`src/rtl/sevenseg_scan_driver.sv`:
```
// Sequential double-dabble binary-to-BCD converter feeding a multiplexed common-anode 7-segment scan.
// Optional macro SEVENSEG_LZ_BLANK_EN enables leading-zero blanking (digit 0 is never blanked).
module sevenseg_scan_driver #(
    parameter int BIN_W    = 14,
    parameter int DIGITS   = 4,
    parameter int SCAN_DIV = 50000
) (
    input  logic              clk,
    input  logic              rst_n,
    input  logic              load,
    input  logic [BIN_W-1:0]  value,
    output logic              busy,
    output logic              overflow,
    output logic [6:0]        seg,
    output logic [DIGITS-1:0] an
);
    // state     | meaning
    // S_IDLE    | waiting for load, display shows last committed value
    // S_CONVERT | one double-dabble iteration per cycle, BIN_W cycles
    // S_COMMIT  | copy BCD result and overflow flag to display registers
    typedef enum logic [1:0] {S_IDLE, S_CONVERT, S_COMMIT} state_t;

    localparam int          BCD_W     = 4 * DIGITS;
    localparam int          IT_W      = $clog2(BIN_W + 1);
    localparam int          DIG_W     = (DIGITS > 1) ? $clog2(DIGITS) : 1;
    localparam int          PS_W      = $clog2(SCAN_DIV);
    localparam logic [63:0] OVF_LIMIT = 64'(10 ** DIGITS);

    state_t             state_q;
    logic               busy_q;
    logic [BIN_W-1:0]   bin_q;
    logic [BCD_W-1:0]   bcd_q;
    logic [IT_W-1:0]    iter_q;
    logic               ovf_cap_q;
    logic [BCD_W-1:0]   disp_bcd_q;
    logic               disp_ovf_q;
    logic [PS_W-1:0]    presc_q;
    logic [DIG_W-1:0]   dig_q;
    logic [DIGITS-1:0]  an_q;
    logic [6:0]         seg_q;

    logic [BCD_W-1:0]   bcd_adj;
    logic               ovf_in;
    logic [3:0]         nib;
    logic               blank;
    logic [6:0]         seg_d;
    logic [DIGITS-1:0]  an_d;

    function automatic logic [6:0] seg_decode(input logic [3:0] n);
        case (n)
            4'd0:    seg_decode = 7'h40;
            4'd1:    seg_decode = 7'h79;
            4'd2:    seg_decode = 7'h24;
            4'd3:    seg_decode = 7'h30;
            4'd4:    seg_decode = 7'h19;
            4'd5:    seg_decode = 7'h12;
            4'd6:    seg_decode = 7'h02;
            4'd7:    seg_decode = 7'h78;
            4'd8:    seg_decode = 7'h00;
            4'd9:    seg_decode = 7'h10;
            default: seg_decode = 7'h7F;
        endcase
    endfunction

    assign ovf_in = (64'(value) >= OVF_LIMIT);

    always_comb begin
        bcd_adj = bcd_q;
        for (int i = 0; i < DIGITS; i++) begin
            if (bcd_q[4*i +: 4] >= 4'd5)
                bcd_adj[4*i +: 4] = bcd_q[4*i +: 4] + 4'd3;
        end
    end

    always_ff @(posedge clk or negedge rst_n) begin
        if (!rst_n) begin
            state_q    <= S_IDLE;
            busy_q     <= 1'b0;
            bin_q      <= '0;
            bcd_q      <= '0;
            iter_q     <= '0;
            ovf_cap_q  <= 1'b0;
            disp_bcd_q <= '0;
            disp_ovf_q <= 1'b0;
        end else begin
            case (state_q)
                S_IDLE: begin
                    if (load) begin
                        bin_q     <= value;
                        bcd_q     <= '0;
                        iter_q    <= IT_W'(BIN_W);
                        ovf_cap_q <= ovf_in;
                        busy_q    <= 1'b1;
                        state_q   <= S_CONVERT;
                    end
                end
                S_CONVERT: begin
                    bcd_q  <= {bcd_adj[BCD_W-2:0], bin_q[BIN_W-1]};
                    bin_q  <= {bin_q[BIN_W-2:0], 1'b0};
                    iter_q <= iter_q - IT_W'(1);
                    // A carry out of the top nibble only happens for out-of-range values.
                    if (bcd_adj[BCD_W-1])
                        ovf_cap_q <= 1'b1;
                    if (iter_q == IT_W'(1))
                        state_q <= S_COMMIT;
                end
                S_COMMIT: begin
                    disp_bcd_q <= bcd_q;
                    disp_ovf_q <= ovf_cap_q;
                    busy_q     <= 1'b0;
                    state_q    <= S_IDLE;
                end
                default: begin
                    busy_q  <= 1'b0;
                    state_q <= S_IDLE;
                end
            endcase
        end
    end

    always_comb begin
        nib = 4'd0;
        for (int i = 0; i < DIGITS; i++) begin
            if (DIG_W'(i) == dig_q)
                nib = disp_bcd_q[4*i +: 4];
        end
    end

`ifdef SEVENSEG_LZ_BLANK_EN
    logic lead_zero;

    always_comb begin
        lead_zero = 1'b1;
        for (int i = 0; i < DIGITS; i++) begin
            if (DIG_W'(i) >= dig_q && disp_bcd_q[4*i +: 4] != 4'd0)
                lead_zero = 1'b0;
        end
    end

    assign blank = lead_zero && (dig_q != '0);
`else
    assign blank = 1'b0;
`endif

    always_comb begin
        seg_d = seg_decode(nib);
        if (disp_ovf_q)
            seg_d = 7'h3F;
        else if (blank)
            seg_d = 7'h7F;
    end

    assign an_d = ~(DIGITS'(1) << dig_q);

    // an/seg load the current index on a wrap, so the first wrap lights digit 0.
    always_ff @(posedge clk or negedge rst_n) begin
        if (!rst_n) begin
            presc_q <= '0;
            dig_q   <= '0;
            an_q    <= '1;
            seg_q   <= 7'h7F;
        end else if (presc_q == PS_W'(SCAN_DIV - 1)) begin
            presc_q <= '0;
            an_q    <= an_d;
            seg_q   <= seg_d;
            dig_q   <= (dig_q == DIG_W'(DIGITS - 1)) ? '0 : dig_q + DIG_W'(1);
        end else begin
            presc_q <= presc_q + PS_W'(1);
        end
    end

    assign busy     = busy_q;
    assign overflow = disp_ovf_q;
    assign seg      = seg_q;
    assign an       = an_q;

endmodule

```
`config.mk`:
```
export PLATFORM = sky130hd
export DESIGN_NAME = sevenseg_scan_driver
export DESIGN_NICKNAME = d
export VERILOG_FILES = /design/src/rtl/sevenseg_scan_driver.sv
export SDC_FILE = /design/constraint.sdc
export NUM_CORES = 1
export LEC_CHECK = 0
export ABC_CLOCK_PERIOD_IN_PS = 2400
export CAP_MARGIN = 15
export CORE_MARGIN = 2
export CORE_UTILIZATION = 40
export DETAILED_ROUTE_END_ITERATION = 12
export GPL_ROUTABILITY_DRIVEN = 1
export SETUP_SLACK_MARGIN = 0.02
export SLEW_MARGIN = 10
export SYNTH_ARGS = -nofsm -noshare
export SYNTH_HDL_FRONTEND = slang
export SYNTH_SLANG_ARGS = --single-unit
```
`constraint.sdc`:
```
create_clock -name clk -period 2.4 [get_ports clk]
set_input_delay 0.36 -clock clk [delete_from_list [all_inputs] [get_ports clk]]
set_output_delay 0.36 -clock clk [all_outputs]
set_load 0.02 [all_outputs]
```
# Yosys cells after proc, flatten, opt, wreduce, memory -nomap -nowiden
# Memories as Yosys holds them, arrays and structs flattened.
# Cells that the tools add are included.
[totals] ff_bits=84 romBits=112 input_bits=17 output_inout_bits=13 elab_cells=71 n_memories=1
[op_classes] n_addsub=7 order_cmp=5 n_eq_ne=11 shift=1 mux=25 bitwise=2 n_reduce_logical=7
[mem_list] name="(name not given)" depth=16 word_bits=7 read_ports=1 rd_ports_with_merged_regs=0 write_ports=0 line="50" text="case (n)"
[op_table] operator="2-to-1 mux 4 bit" n=9
[op_table] operator="2-to-1 mux 16 bit" n=2
[op_table] operator="case mux 16 bit (2 select lines)" n=1
[op_table] operator="case mux 14 bit (2 select lines)" n=1
[op_table] operator="adder 16 x 1 -> 16 bit (second input constant)" n=1
[op_table] operator="adder 4 x 2 -> 4 bit (second input constant)" n=4
[op_table] operator="equality test 16 bit (second input constant)" n=1
[op_table] operator="greater-or-equal comparator 4 x 3 -> 1 bit (second input constant)" n=4
[op_table] operator="greater-or-equal comparator 14 bit (second input constant)" n=1
[op_table] operator="2-to-1 mux 14 bit" n=1
[op_table] operator="case mux 4 bit (2 select lines)" n=1
[op_table] operator="2-to-1 mux 7 bit" n=1
[op_table] operator="2-to-1 mux 2 bit" n=3
[op_table] operator="inequality test 2 bit (second input constant)" n=3
[op_table] operator="AND reduction 2 bit" n=3
[op_table] operator="equality test 2 bit (first input constant)" n=2
[op_table] operator="equality test 2 bit (second input constant)" n=2
[op_table] operator="equality test 4 x 1 -> 1 bit (second input constant)" n=1
[op_table] operator="logical NOT 2 bit" n=2
[op_table] operator="NOT 4 bit" n=1
[op_table] operator="case mux 1 bit (2 select lines)" n=2
[op_table] operator="case mux 2 bit (2 select lines)" n=1
[op_table] operator="<< shifter 1 x 2 -> 4 bit (first input constant)" n=1
[op_table] operator="subtractor 4 x 1 -> 4 bit (second input constant)" n=1
[op_table] operator="7 further kinds" n=9

# Logic depth before layout (Yosys ltp)
# Gate-level depths: netlist of the first run.
# An unclocked memory read counts as a cell.
[logic_depth] ltp_word=7 depth_mapped=11 mapped_depth_nobuf=10

# Worst setup path after synthesis of the first run
# No wires, ideal clock.
[synth_timing] path_type="reg-to-reg" startpoint="reg dig_q[0]" endpoint="reg seg_q[3], in the netlist seg[3]" setup_time_ns=0.077 arrival_ns=2.074 setup_slack_ns=0.249 path_stages_with_launch=10 n_path_buf=0 synth_period_minus_slack_ns=2.151 cell_sequence="dfrtp_1 -> inv_1 -> ha_1 -> nor2_1 -> o211ai_1 -> o211ai_2 -> inv_1 -> ha_1 -> or3_1 -> a31oi_1"
[synth_via] elab_chain_cells=7 elab_cells_between_ends=10 cone_classes="3 x eq/ne; 5 x mux; 1 x reduce/logical; 1 x memory"
[synth_rtl] item="start: declaration" line="38" text="logic [DIG_W-1:0] dig_q;"
[synth_rtl] item="start signal: assignment" line="166" text="dig_q <= (dig_q == DIG_W'(DIGITS - 1)) ? '0 : dig_q + DIG_W'(1);"
[synth_rtl] item="logical NOT 2 bit" line="124" text="if (DIG_W'(i) == dig_q)"
[synth_rtl] item="2-to-1 mux 4 bit (3 in series)" line="124"
[synth_rtl] item="2-to-1 mux 4 bit (*)" line="124"
[synth_rtl] item="memory read (16 x 7 bit) (*)"
[synth_rtl] item="2-to-1 mux 7 bit (*)" line="147" text="if (disp_ovf_q)"
[synth_rtl] item="end signal: assignment" line="165" text="seg_q <= seg_d;"
[synth_rtl] item="end: declaration" line="40" text="logic [6:0] seg_q;"
# Every way passes the cells marked *; elsewhere a longest branch is shown, timed or not.
# A chain may end at the register's enable or synchronous reset.

# Worst setup path after layout of the first run
[layout_timing] startpoint="reg dig_q[1]" endpoint="reg seg_q[3], in the netlist seg[3]"
# Same word-level chain as after synthesis.

==> metrics, run 1 <==
# clock sinks=84; routability cong.=0.794; required time of the critical path=around 2.7 ns; FFs w/ async S/R, synth=100%; R2R cell count=7; clk_lat worst skew=0.35 ns; Max clock buf depth=2; IO Port Bufs=29; FMAX=roughly 0.46 GHz; Total GRT Usage=around 16%; Net Count, Synth=between 400 and 500; Startpoint Class=register; setup TNS=0 ns; Initial Util=between 40% and 50%; first-pass GRT wire length=~14 mm; EDFF count, synth=0; first-iteration detailed-routing DRC count=146; DR vias/cell=between 5 and 6; CTS Buf Count=9; Die Ht=about 110 µm; Root Buffer=clkbuf_8; register area share after synthesis=between 50% and 60%; Worst Max-Slew Pin Slew=roughly 0.75 ns; worst r2r dst=seg[3]$_DFFE_PN1N_; nature of the critical path endpoint=register; RSZ-0062 raised after global routing=false; CTS tree=yes; PwrDens=just over 1000 mW/mm²; Distinct cells, synth=50; total of max-cap violations=0; commonest non-fill, non-tap cells in the layout=dfrtp_1, nand2_1, nor2_1; Nets=approximately 480; Mapped Avg Cell Area=10.0 µm²; commonest non-fill, non-tap cell in the layout=dfrtp_1; CP Max Fanout=9; vias in the first global route=about 3,000; Die X=roughly 110 µm; register area=between 0.002 and 0.0025 mm²; DP Wirelength=approximately 5.7 mm; Slew Viols, Final=0; CTS clock-pin slew for the worst setup and hold paths=about 0.08 ns; final hold vios=0; status=complete, no violations; ANT cells=0; Final period util=around 91%; Tmin final=roughly 2.2 ns; Core Area=around 0.0098 mm²; io pins=30; HP Class=primary input to asynchronous set/reset pin; P_leak=2.06 nW; Synth Cell Area=about 0.004 mm²; maximum VDD drop=~0.41 mV; post-route ant nets=0; Pre-antenna DRT Iters=4; WL final=7.86 mm; DIE AREA=between 0.01 and 0.015 mm²; Syn-to-layout area delta=16.9%; Area contributors post-synth=dfrtp_1, dfstp_2, nand2_1; Post-Syn Instances=around 400; pin count of the biggest net entering global routing=45; total grt overflow=0; Rows=36; wire per inst=13.5 µm; DRC Markers=0; share of the synthesized area in the top cell type=around 45%; Setup crit start=dig_q[1]$_DFFE_PN0N_; YS warnings=0; total chip power=about 5.0 mW; CP Data Arrival Time=2.46 ns; Slew HR=between 50 and 60%; dominant cell type by area after synthesis=dfrtp_1; via count=about 3,000; layout cells sized above 1=between 10% and 20%; post-cts resize count=0; H-tree depth=3; fillcell total=973; r2r setup slk=approximately 0.21 ns; CP Class=register to register; Final setup viols=0; reg2reg start=dig_q[1]$_DFFE_PN0N_; Yosys reg bits=between 80 and 90; Hold-fix buffers, CTS=0; multi-input logic area=approximately 0.0018 mm²; clock skew=~0.010 ns; Post-synth top flop=dfrtp_1; setup bufs post-CTS=0; initial antenna violation count=0
[registers in the layout, indices dropped and copies added, names as in the netlist]
| name | count |
|---|---|
| iter_q | 4 |
| bin_q | 14 |
| seg | 7 |
| dig_q | 2 |
| overflow | 1 |
| an | 4 |
| bcd_q | 16 |
| disp_bcd_q | 16 |
| busy | 1 |
| presc_q | 16 |
| ovf_cap_q | 1 |
| state_q | 2 |
[worst max path at each step]
stage	end	slack, ns	cells after the start
2_1_floorplan	seg[3]$_DFFE_PN1N_	0.25	9
3_3_place_gp	seg[3]$_DFFE_PN1N_	0.28	9
3_5_place_dp	seg[3]$_DFFE_PN1N_	0.23	9
4_1_cts	seg[3]$_DFFE_PN1N_	0.20	9
5_1_grt	seg[3]$_DFFE_PN1N_	0.02	7
6_report	seg[3]$_DFFE_PN1N_	0.21	7
[routing by layer]
layer | global-route usage (%) | part of all wire [%]
met1 | 19.9 | 48
met2 | 26.7 | 47
met3 | 2.62 | 3.3
met4 | 6.29 | 1.8
met5 | 0 | 0
[kinds of logic (layout without fill, tap and decap cells)]
| group | after synthesis | count (layout) | share of synthesized area [%] |
|---|---|---|---|
| DFF | 84 | 84 | 51.8 |
| and+or+nand+nor | 140 | 140 | 16.1 |
| adders and majority gates | 16 | 16 | 4.90 |
| xor gates and xnor gates | 20 | 20 | 4.29 |
| AOI/OAI and AO/OA | 104 | 104 | 16.8 |
| buffers and inverters | 35 | 76 | 3.62 |
| muxes | 9 | 9 | 2.48 |
[final cells by class]
class	instances	area share, %
inverters	19	1.49
clock buffers	11	2.96
flip-flops and latches	84	44.3
well taps	133	3.49
clock inverters	5	1.57
repair buffers	41	7.91
multi-input cells	289	38.3
[critical path, cell delays in order (launching register included)]
cell,delay (ns)
dfrtp_1,0.40
inv_1,0.10
ha_1,0.35
a211oi_1,0.15
a221oi_2,0.30
ha_1,0.28
or3_1,0.36
a31oi_1,0.16
[where the power goes]
part,internal [mW],switching [mW],leakage [nW]
registers,1.81,0.308,1.05
logic,0.768,0.974,0.893
clock network,0.610,0.491,0.113
total,3.18,1.77,2.06
[cell usage after synthesis (all sizes together), types with 2 or more instances]
cell	instances
dfrtp	73
nand2	58
nor2	41
o21ai	33
a21oi	19
inv	19
a31oi	17
ha	16
dfstp	11
xnor2	10
xor2	10
mux2	9
nand3	9
buf	8
clkbuf	8
nand2b	7
o31ai	6
a32o	5
o22ai	5
and3	4
nor2b	4
nor3	4
o211ai	4
o21a	3
o22a	3
o32ai	3
or3	3
a211oi	2
a22oi	2
and4	2
nand4	2
nor3b	2
[metrics by stage]
step / setup slack [ns] / utilization [%] / instances / hold WS (ns) / instance area [µm²]
after floorplan: 0.249 / - / 408 / 0.0644 / 4080
after global placement: 0.282 / 46.4 / 566 / 0.394 / 4550
after detailed placement: 0.225 / 46.4 / 566 / 0.394 / 4550
after CTS: 0.199 / 48.6 / 582 / 0.00631 / 4770
after global routing: 0.0248 / 48.6 / 582 / 0.0335 / 4770
final: 0.212 / 48.6 / 582 / 0.000790 / 4770
Note: power is estimated with default switching activity, not from simulation.
==> inputs of run 2 (changes only) <==
- ABC_CLOCK_PERIOD_IN_PS: 2400 -> 1820
- CORE_UTILIZATION: 40 -> 53
- PLACE_DENSITY: default -> 0.76
- clock period: 2.4 -> 1.82 ns (I/O delays scaled with it)
==> run 2 against run 1 <==
Net effect:
- the flow now finishes with violations (setup timing)
- sequential cell count is the same
- combinational power grew 46%
- core utilization grew 18 points
- design area grew 6.0%
- largest cell class unchanged
- largest power group unchanged
==> metrics, run 2 (synthesized netlist as in run 1, its figures left out) <==
worst r2r dst=seg[3]$_DFFE_PN1N_ (unchanged); wire per inst=14.4 µm (was 13.5 µm); DP Wirelength=5.56 mm (was 5.66 mm); reg2reg start=dig_q[0]$_DFFE_PN0N_ (was dig_q[1]$_DFFE_PN0N_); Rows=32 (was 36); CTS clock-pin slew for the worst setup and hold paths=0.08 ns (about the same); M1 GR Usage=26.1% (was 19.9%); first-iteration detailed-routing DRC count=136 (was 146); post-route ant nets=0 (unchanged); status=complete, but fails checks (was complete, no violations); DR vias/cell=5.44 (was 5.13); GR peak layer=met2 (unchanged); # clock sinks=84 (unchanged); setup TNS=-0.594 ns (was 0 ns); pin count of the biggest net entering global routing=40 (was 45); first-pass GRT wire length=14.1 mm (was 13.9 mm); DIE AREA=0.00842 mm² (was 0.0110 mm²); FMAX=0.486 GHz (was 0.457 GHz); Slew HR=47.4% (was 50.0%); CTS tree=yes (unchanged); CP Data Arrival Time=2.34 ns (was 2.46 ns); GRT met2 Usage=36.0% (was 26.7%); CP Max Fanout=4 (was 9); Initial Util=53.7% (was 41.6%); Total GRT Usage=21.1% (was 15.7%); Max clock buf depth=2 (unchanged); layout cells sized above 1=21.2% (was 14.7%); Syn-to-layout area delta=24.0% (was 16.9%); Startpoint Class=register (unchanged); commonest non-fill, non-tap cells in the layout=dfrtp_1, nand2_1, nor2_1 (unchanged); WL final=8.19 mm (was 7.86 mm); io pins=30 (unchanged); Tmin final=2.06 ns (was 2.19 ns); Placed Cells incl. Taps=549 (was 566); via count=3,092 (was 2,988); required time of the critical path=2.10 ns (was 2.68 ns); total chip power=6.68 mW (was 4.96 mW); largest registers=bcd_q (16), disp_bcd_q (16), presc_q (16) (unchanged); R2R cell count=9 (was 7); maximum VDD drop=0.756 mV (was 0.408 mV); initial antenna violation count=0 (unchanged); Final setup viols=6 (was 0); r2r setup slk=-0.24 ns (was 0.21 ns); fin util=66.5% (was 48.6%); Final period util=113% (was 91.2%); Die X=91.8 µm (was 105 µm); CP Class=register to register (unchanged); fin worst setup slack=-0.236 ns (was 0.212 ns); failing checks=setup timing; P_leak=2.23 nW (was 2.06 nW); final hold vios=0 (unchanged); PwrDens=1320 mW/mm² (was 1040 mW/mm²); total of max-cap violations=0 (unchanged); vias in the first global route=3,054 (was 2,976); Die Ht=91.8 µm (was 105 µm); RSZ-0062 raised after global routing=true (was false); DRC Markers=0 (unchanged); Root Buffer=clkbuf_8 (unchanged); commonest non-fill, non-tap cell in the layout=dfrtp_1 (unchanged); CTS Buf Count=9 (unchanged); ANT cells=0 (unchanged); M3 GR Usage=3.53% (was 2.62%); IO Port Bufs=29 (unchanged); fillcell total=595 (was 973); Finished Layout Cells=568 (was 582); Nets=496 (was 477); Worst Max-Slew Pin Slew=0.784 ns (was 0.748 ns); routability cong.=0.834 (was 0.794); Pre-antenna DRT Iters=6 (was 4); total grt overflow=0 (unchanged); H-tree depth=3 (unchanged); nature of the critical path endpoint=register (unchanged); clk_lat worst skew=0.36 ns (was 0.35 ns); Core Area=0.00761 mm² (was 0.00982 mm²); Slew Viols, Final=0 (unchanged); clock skew=0.0103 ns (was 0.0104 ns); HP Class=primary input to asynchronous set/reset pin (unchanged)
[run 2: worst max path at each step]
stage                                    start                  to  slack, ns  cells past startpoint
after floorplan           dig_q[1]$_DFFE_PN0N_  seg[3]$_DFFE_PN1N_      -0.21                      8
after global placement    dig_q[0]$_DFFE_PN0N_  seg[3]$_DFFE_PN1N_      -0.18                      9
after detailed placement  dig_q[0]$_DFFE_PN0N_  seg[3]$_DFFE_PN1N_      -0.26                      9
after CTS                 dig_q[0]$_DFFE_PN0N_  seg[3]$_DFFE_PN1N_      -0.18                      7
after global routing      dig_q[0]$_DFFE_PN0N_  seg[3]$_DFFE_PN1N_      -0.31                      9
final                     dig_q[0]$_DFFE_PN0N_  seg[3]$_DFFE_PN1N_      -0.24                      9
[run 2: through the flow]
stage / area [µm²] / hold slack (ns) / setup WS (ns)
after floorplan: 4120 / -0.0226 / -0.211
after global routing: 5060 / 0.468 / -0.307
final: 5060 / 0.414 / -0.236
after detailed placement: 4710 / 0.274 / -0.264
after global placement: 4710 / 0.272 / -0.184
after CTS: 5030 / 0.425 / -0.183
[run 2: what timing repair did]
item,in CTS,in global routing
hold endpoints to repair,26,0
hold buffers,1,0
buffers inserted,3,1
pin swaps,7,6
endpoints found under the setup margin,7,10
resized for setup,22,7
[run 2: metal layers]
layer	up-vias	share of wire (%)
li1	1529	-
met1	1496	45
met2	51	50
met3	16	3.0
met4	0	2.1
met5	-	0
[run 2: layout make-up]
| class | instances | area (µm²) | area share, % |
|---|---|---|---|
| clock inverters | 2 | 35.0 | 0.692 |
| clock buffers | 12 | 155 | 3.07 |
| inverters | 19 | 73.8 | 1.46 |
| multi-input cells | 289 | 1960 | 38.7 |
| repair buffers | 60 | 592 | 11.7 |
| well taps | 102 | 128 | 2.52 |
| flip-flops and latches | 84 | 2120 | 41.8 |
[run 2: where the power goes]
| part | internal (mW) | leakage [nW] | switching, mW | total (mW) |
|---|---|---|---|---|
| Sequential | 2.38 | 1.05 | 0.422 | 2.80 |
| Clock | 0.693 | 0.0983 | 0.646 | 1.34 |
| Combinational | 1.16 | 1.08 | 1.38 | 2.54 |
| Total | 4.23 | 2.23 | 2.45 | 6.68 |
[run 2: worst max-delay path: stages, from the launching register on]
cell      delay [ns]
dfrtp_2         0.48
inv_4           0.10
ha_4            0.17
nand2_2         0.05
o211ai_1        0.24
o211ai_2        0.15
inv_2           0.09
ha_4            0.19
or3_1           0.34
a31oi_1         0.17
